$ cat src/rtl/softsw_pkg.sv
// Shared constants for the soft-switch status reporter: slot map, word fields, FSM encoding.
package softsw_pkg;

  localparam int unsigned SW_ROM_BANK      = 0;
  localparam int unsigned SW_TURBOFDC      = 1;
  localparam int unsigned SW_COVOX_EN      = 2;
  localparam int unsigned SW_PSG_MIX       = 3;
  localparam int unsigned SW_PSG_TYPE      = 4;
  localparam int unsigned SW_VIDEO_15KHZ   = 5;
  localparam int unsigned SW_VIDEO_60HZ    = 6;
  localparam int unsigned SW_TURBO         = 7;
  localparam int unsigned SW_SWAP_FDD      = 8;
  localparam int unsigned SW_JOY_TYPE      = 9;
  localparam int unsigned SW_VIDEO_MODE    = 10;
  localparam int unsigned SW_DIVMMC_EN     = 11;
  localparam int unsigned SW_NEMOIDE_EN    = 12;
  localparam int unsigned SW_KEYBOARD_TYPE = 13;
  localparam int unsigned SW_PAUSE         = 14;
  localparam int unsigned SW_NMI           = 15;
  localparam int unsigned SW_RESET         = 16;

  localparam int unsigned SW_ADDR_MSB = 15;
  localparam int unsigned SW_ADDR_LSB = 8;
  localparam int unsigned SW_DATA_MSB = 7;
  localparam int unsigned SW_DATA_LSB = 0;

  typedef enum logic {
    ST_SCAN = 1'b0,
    ST_SEND = 1'b1
  } tx_state_e;

endpackage

$ cat src/rtl/softsw_refresh_timer.sv
// Free-running 0..PERIOD-1 counter; wrap_o is high during the last count of each period.
module softsw_refresh_timer #(
  parameter int unsigned PERIOD = 2**20
) (
  input  logic clk,
  input  logic rst_n,
  output logic wrap_o
);
  localparam int unsigned CNT_W = (PERIOD > 1) ? $clog2(PERIOD) : 1;
  localparam logic [CNT_W-1:0] LAST = CNT_W'(PERIOD - 1);

  logic [CNT_W-1:0] cnt_q;

  assign wrap_o = (cnt_q == LAST);

  always_ff @(posedge clk) begin
    if (!rst_n)      cnt_q <= '0;
    else if (wrap_o) cnt_q <= '0;
    else             cnt_q <= cnt_q + CNT_W'(1);
  end

endmodule

$ cat src/rtl/softsw_status_tx.sv
// Reports changed/forced soft-switch slots to the MCU as {slot, value} words over valid/ready.
// Define SOFTSW_TX_REFRESH_EN to add a periodic full dump every REFRESH_CYCLES clocks.
//
// state | meaning
// SCAN  | look at one slot per cycle, round-robin, for a dirty one
// SEND  | word held on tx_data/tx_valid until the sink takes it
module softsw_status_tx
  import softsw_pkg::*;
#(
  parameter int unsigned NUM_SLOTS      = 17,
  parameter int unsigned SLOT_W         = 8,
  parameter int unsigned REFRESH_CYCLES = 2**20
) (
  input  logic                        clk,
  input  logic                        rst_n,
  input  logic [NUM_SLOTS*SLOT_W-1:0] status_bus,
  input  logic                        resync_req,
  output logic [15:0]                 tx_data,
  output logic                        tx_valid,
  input  logic                        tx_ready,
  output logic                        idle
);
  localparam int unsigned PTR_W = (NUM_SLOTS > 1) ? $clog2(NUM_SLOTS) : 1;
  localparam logic [PTR_W-1:0] LAST_SLOT = PTR_W'(NUM_SLOTS - 1);

  if (NUM_SLOTS < 1 || NUM_SLOTS > 256 || SLOT_W < 1 || SLOT_W > 8 || REFRESH_CYCLES < 1)
  begin : g_bad_param
    $error("softsw_status_tx: parameter out of range");
  end

  function automatic logic [PTR_W-1:0] next_slot(input logic [PTR_W-1:0] p);
    return (p == LAST_SLOT) ? '0 : p + PTR_W'(1);
  endfunction

  function automatic logic [15:0] make_word(input logic [PTR_W-1:0] s,
                                            input logic [SLOT_W-1:0] v);
    logic [15:0] w;
    w = '0;
    w[SW_ADDR_LSB +: PTR_W]  = s;
    w[SW_DATA_LSB +: SLOT_W] = v;
    return w;
  endfunction

  tx_state_e            state_q;
  logic [PTR_W-1:0]     ptr_q;
  logic [PTR_W-1:0]     slot_q;
  logic [15:0]          tx_data_q;
  logic                 tx_valid_q;
  logic                 idle_q;
  logic [SLOT_W-1:0]    sent_q   [NUM_SLOTS];
  logic [SLOT_W-1:0]    status_a [NUM_SLOTS];
  logic [NUM_SLOTS-1:0] force_q;
  logic [NUM_SLOTS-1:0] force_d;
  logic [NUM_SLOTS-1:0] dirty;
  logic                 xfer;
  logic                 refresh_wrap;

`ifdef SOFTSW_TX_REFRESH_EN
  softsw_refresh_timer #(
    .PERIOD (REFRESH_CYCLES)
  ) u_refresh_timer (
    .clk    (clk),
    .rst_n  (rst_n),
    .wrap_o (refresh_wrap)
  );
`else
  assign refresh_wrap = 1'b0;
`endif

  always_comb begin
    for (int i = 0; i < NUM_SLOTS; i++) begin
      status_a[i] = status_bus[i*SLOT_W +: SLOT_W];
      dirty[i]    = (status_a[i] != sent_q[i]) | force_q[i];
    end
  end

  assign xfer = (state_q == ST_SEND) && tx_ready;

  // A full-dump request wins over the per-slot clear, so the word in flight is resent.
  always_comb begin
    force_d = force_q;
    if (xfer) force_d[slot_q] = 1'b0;
    if (resync_req || refresh_wrap) force_d = '1;
  end

  always_ff @(posedge clk) begin
    if (!rst_n) begin
      state_q    <= ST_SCAN;
      ptr_q      <= '0;
      slot_q     <= '0;
      tx_data_q  <= '0;
      tx_valid_q <= 1'b0;
      idle_q     <= 1'b0;
      force_q    <= '1;
      for (int i = 0; i < NUM_SLOTS; i++) sent_q[i] <= '0;
    end else begin
      force_q <= force_d;
      idle_q  <= (state_q == ST_SCAN) && !(|dirty);
      case (state_q)
        ST_SCAN: begin
          if (dirty[ptr_q]) begin
            tx_data_q  <= make_word(ptr_q, status_a[ptr_q]);
            tx_valid_q <= 1'b1;
            slot_q     <= ptr_q;
            state_q    <= ST_SEND;
          end else begin
            ptr_q <= next_slot(ptr_q);
          end
        end
        ST_SEND: begin
          if (tx_ready) begin
            // Record what actually went out; a newer value stays dirty.
            sent_q[slot_q] <= tx_data_q[SW_DATA_LSB +: SLOT_W];
            tx_valid_q     <= 1'b0;
            ptr_q          <= next_slot(slot_q);
            state_q        <= ST_SCAN;
          end
        end
        default: state_q <= ST_SCAN;
      endcase
    end
  end

  assign tx_data  = tx_data_q;
  assign tx_valid = tx_valid_q;
  assign idle     = idle_q;

endmodule
$ cat config.mk
export PLATFORM = sky130hd
export DESIGN_NAME = softsw_status_tx
export DESIGN_NICKNAME = d
export VERILOG_FILES = /design/src/rtl/softsw_pkg.sv /design/src/rtl/softsw_refresh_timer.sv /design/src/rtl/softsw_status_tx.sv
export SDC_FILE = /design/constraint.sdc
export NUM_CORES = 1
export LEC_CHECK = 0
export ABC_CLOCK_PERIOD_IN_PS = 7600
export BUFFER_PORTS_ARGS = -buffer_cell sky130_fd_sc_hd__clkbuf_2
export CELL_PAD_IN_SITES_DETAIL_PLACEMENT = 1
export CELL_PAD_IN_SITES_GLOBAL_PLACEMENT = 1
export CORE_ASPECT_RATIO = 1.4
export CORE_MARGIN = 5
export CORE_UTILIZATION = 28
export CTS_CLUSTER_DIAMETER = 50
export DETAILED_ROUTE_END_ITERATION = 10
export PLACE_DENSITY_LB_ADDON = 0.3
export SLEW_MARGIN = 20
export SYNTH_ARGS = -nofsm -noshare
export SYNTH_HDL_FRONTEND = slang
export SYNTH_SLANG_ARGS = --single-unit
$ cat constraint.sdc
create_clock -name clk -period 7.6 [get_ports clk]
set_clock_uncertainty 0.2 [all_clocks]
set_input_delay 1.52 -clock clk [delete_from_list [all_inputs] [get_ports clk]]
set_output_delay 1.52 -clock clk [all_outputs]
set_load 0.02 [all_outputs]
# ---- Word-level counts from Yosys, hierarchy flattened
# Memory sizes are Yosys's and may differ from the RTL's.
# Index checks and enable logic that the tools add are counted.
dict set report word_totals {
  regBits 43
  ram_bits 136
  output_inout_bits 18
  elab_cells 94
  mem_count 1
}
dict set report op_classes {
  add_sub_neg 2
  n_lt_le_gt_ge 4
  eq_ne 22
  muxes 26
  n_bitwise 22
  n_reduce_logical 10
}
# name words width rd rd_clocked_by_memory_dff wr line
set memory_table {}
lappend memory_table {sent_q 17 8 17 0 17 softsw_status_tx.sv:50} ;# logic [SLOT_W-1:0] sent_q [NUM_SLOTS];
# op count
set ops {}
lappend ops {{8-bit != test} 17}
lappend ops {{8-bit binary-select mux with 5-bit select} 1}
lappend ops {{5-bit 2-to-1 mux} 5}
lappend ops {{8-bit 2-to-1 mux} 3}
lappend ops {{17-bit bitwise AND} 1}
lappend ops {{17-bit NOT} 1}
lappend ops {{1-bit OR} 17}
lappend ops {{17-bit OR reduction} 1}
lappend ops {{5-bit by 6-bit < comparator with 1-bit output, second input constant} 2}
lappend ops {{1-bit 2-to-1 mux} 12}
lappend ops {{5-bit by 1-bit adder with 5-bit output, second input constant} 2}
lappend ops {{5-bit == test, second input constant} 2}
lappend ops {{5-bit case mux with 2 select lines} 1}
lappend ops {{8-bit OR reduction} 1}
lappend ops {{6-bit greater-or-equal comparator, second input constant} 1}
lappend ops {{5-bit NOT with 6-bit output} 1}
lappend ops {{2-bit AND reduction} 3}
lappend ops {{1-bit binary-select mux with 5-bit select} 1}
lappend ops {{1-bit demux with 5-bit select} 1}
lappend ops {{5-bit by 1-bit greater-or-equal comparator with 1-bit output, second input constant} 1}
lappend ops {{2-bit != test, second input constant} 2}
lappend ops {{1-bit case mux with 2 select lines} 2}
lappend ops {{1-bit logical AND} 3}
lappend ops {{2-bit by 1-bit != test with 1-bit output, second input constant} 1}
lappend ops {{3 further kinds} 4}

# ---- Logic depth before layout (Yosys ltp)
# An unclocked memory read counts as a cell.
dict set report depth {
  word_depth 7
  depth_mapped 10
  mapped_depth_nobuf 8
}

# ---- Worst setup path after synthesis
# Ideal clock, no wire load.
dict set report synth_path {
  path_kind {in2reg}
  start {in status_bus[58]}
  end {reg ptr_q[2]}
  arrival_ps 3452
  required_time_ps 7270
  setup_slack_ps 3818
  stages 9
  cell_sequence {xnor2_1 -> nand3_1 -> or4_4 -> a2111oi_4 -> o2111ai_2 -> a31oi_4 -> buf_6 -> o221a_2 -> o22ai_1}
}
dict set report synth_between {
  elab_chain_len 6
}
# item line
set synth_lines {}
lappend synth_lines {{start, declared} softsw_status_tx.sv:16} ;# input logic [NUM_SLOTS*SLOT_W-1:0] status_bus,
lappend synth_lines {{8-bit != test} softsw_status_tx.sv:73} ;# dirty[i] = (status_a[i] != sent_q[i]) | force_q[i];
lappend synth_lines {{1-bit OR} softsw_status_tx.sv:73}
lappend synth_lines {{1-bit binary-select mux with 5-bit select} softsw_status_tx.sv:101} ;# if (dirty[ptr_q]) begin
lappend synth_lines {{1-bit 2-to-1 mux (implied by the code)} softsw_status_tx.sv:101}
lappend synth_lines {{2-bit != test (no line)} --}
lappend synth_lines {{2-bit AND reduction (no line)} --}
lappend synth_lines {{end signal, assigned} softsw_status_tx.sv:107} ;# ptr_q <= next_slot(ptr_q);
lappend synth_lines {{end signal, assigned} softsw_status_tx.sv:115} ;# ptr_q <= next_slot(slot_q);
lappend synth_lines {{end, declared} softsw_status_tx.sv:45} ;# logic [PTR_W-1:0] ptr_q;
# Every way passes these cells. The select of a mux whose other input is x is not followed.
# A chain may end at the register's enable or synchronous reset.

==> out/metrics.yaml <==
floorplanning:
  dieWidth_um: 167
  die-area_mm2: 0.0383
  pin_count: 158
  fp-row-count: 80
  start_util: 0.283
  core-area_mm2: 0.0340
  die_h_um: 229
place:
  gp_congestion: 0.847
  port_buffers: 154
  place_area_mm2: 0.0108
  place_hpwl_mm: 26.2
sta:
  drv_slew: 0
  relSlewSlack: 0.313
  whs_ns: 0.250
  finalHoldViolCount: 0
  period_minus_slack_ns: 4.46
  rsz0062_at_grt: "no"
  fin_crit_sh: 0.587
  fmax_mhz: 224
  worstMarginPinSlew_ns: 1.03
  setup_viol: 0
  tns_ns: 0
setup_path:
  crit_path_max_fanout: 32
  cp-end-kind: "flip-flop"
  crit_required_ns: 7.71
  critPathLaunchType: "input port"
  critPathKind: "in -> reg"
  critPathArrivalTime_ns: 4.58
cells_and_area:
  layout-drive-gt1-share: 0.269
  nets: 1076
  area_growth_pct: 18.0
  finalInstanceArea_mm2: 0.0114
  antenna_cells: 0
routing:
  final_antenna_net_count: 0
  routedWlPerCell_um: 24.9
  drt-initial-drc-count: 437
  viasPerCell: 5.12
  num_vias: 7135
  totalWireLength_mm: 34.7
  drc: 0
  drt_first_pass_iters: 4
power:
  p_sw_frac: 0.303
  power_frac_clock: 0.345
  power.internal_uw: 1660
  p_per_area_mw_per_mm2: 209
  comb_power_share: 0.198
  p_leak_uw: 0.00450
  seqPwrFrac: 0.456
  ir_drop_v: 0.000125
  power.switching_uw: 719
grt:
  grt_pass1_vias: 7715
  grt_max_degree: 45
  globalRouteTotalUtil: 0.181
  grt_pass1_wl_mm: 50.5
  antenna_found_initial: 0
  overflow: 0
clock_network:
  cts_tree: "done"
  clock_latency_ns: 0.45
  clockBufferDepth: 2
  clkSinkCount: 174
  cts-resized-gates: 0
  cts_hold_buf: 0
  clk_pin_slew_ns: 0.07
  numCtsBuffers: 17
  post_cts_buffers: 0
  cts_root_buf: "clkbuf_16"
  cts_max_level: 4
synth:
  yosys_warnings: 0
  synth_seq_cells: 174
  synth_area_per_cell_um2: 12.1
  syn_inst: 798
  netlist_area_mm2: 0.00964
  synthArstFlopShare: 0
  ys_types: 54
  synth_flop_cell: "edfxtp_1"
  ys_seq_area_frac: 0.503
  synth_edf_count: 136
status:
  status: "completed"
hold_path:
  hp-class: "reg -> reg"
flow_run:
  maxCapViolations: 0
==> layout make-up <==
| type | count | area, um2 |
|---|---|---|
| Clock buffer | 17 | 425 |
| Clock inverter | 15 | 110 |
| Fill cell | 3775 | 22700 |
| Inverter | 9 | 33.8 |
| Multi-Input combinational cell | 564 | 4540 |
| Sequential cell | 174 | 4850 |
| Tap cell | 451 | 564 |
| Timing Repair Buffer | 164 | 846 |
==> cells in the final DEF (no fill, tap or decap), drive strengths merged, types with 38 or more instances in the layout <==
cell and n:
nand2 46, mux4 40, dfxtp 38, xnor2 72
xor2 67, clkbuf 171, and2 54, and3 96
edfxtp 136
==> state kept, by name, indices dropped and copies added (netlist names) <==
name      flops
sent_q      136
force_q      17
tx_data       8
ptr_q         5
slot_q        5
idle          1
state_q       1
tx_valid      1
==> power groups by stage <==
stage	Combinational, uW	Sequential, uW	Clock (uW)
after floorplan	240	1120	0
after global placement	469	1100	0
after detailed placement	475	1110	0
after CTS	476	1080	840
after global routing	495	1090	874
final	471	1080	821
==> synthesized netlist by cell type, drive strengths merged (6+ instances only) <==
cell type,count,area (um2)
a21oi,6,30.0
and2,54,338
a21o,17,128
ha,6,75.1
nor4,13,81.3
nand3,22,110
nor2,16,60.1
o21ai,6,33.8
mux4,40,901
clkbuf,44,165
edfxtp,136,4080
buf,9,57.6
a221oi,10,93.8
nand4,16,100
nor2b,9,56.3
nand2,46,173
xor2,67,587
or4,7,56.3
and3,96,601
dfxtp,38,761
nor3,22,150
inv,6,22.5
xnor2,72,631
==> logic make-up (layout without fill, tap and decap cells) <==
kind of cell | Yosys count | in the layout | share of synthesized area
AND/OR/NAND/NOR | 314 | 314 | 0.189
flip-flops | 174 | 174 | 0.503
XOR/XNOR | 139 | 139 | 0.126
buffers and inverters | 62 | 205 | 0.0266
AO/OA/AOI/OAI | 59 | 59 | 0.0500
multiplexers | 43 | 43 | 0.0966
adder cells (fa/ha/maj) | 6 | 6 | 0.00779
other | 1 | 3 | 0.000389
==> worst paths after layout <==
path,depth (start not counted),end,slack (ns),startpoint
max,5,sent_q[12][1],3.14,rst_n
min,1,force_q[2],0.25,force_q[2]
max reg2reg,8,ptr_q[1],4.14,sent_q[5][6]
min reg2reg,1,force_q[2],0.25,force_q[2]
==> routing by layer <==
metal / track usage / routed length [um] / vias to the layer above
met1: 0.192 / 12800 / 3647
li1: - / - / 3210
met5: 0 / 0 / -
met4: 0.0980 / 1750 / 0
met3: 0.0267 / 1230 / 68
met2: 0.339 / 18900 / 210
==> worst max-delay path, cell delays in order <==
cell	delay (ns)
clkbuf_2	0.55
clkinv_1	0.80
nor2_1	0.57
and2_1	0.84
and3_1	0.27
==> through the flow <==
step	worst slack [ns]	cells	util	total power, uW
after global placement	2.86	1362	0.318	1570
after detailed placement	2.68	1362	0.318	1580
after floorplan	3.82	800	-	1360
after CTS	3.22	1394	0.334	2400
after global routing	2.94	1394	0.334	2460
final	3.14	1394	0.334	2380
No activity file was read; power rests on OpenSTA's default activity.
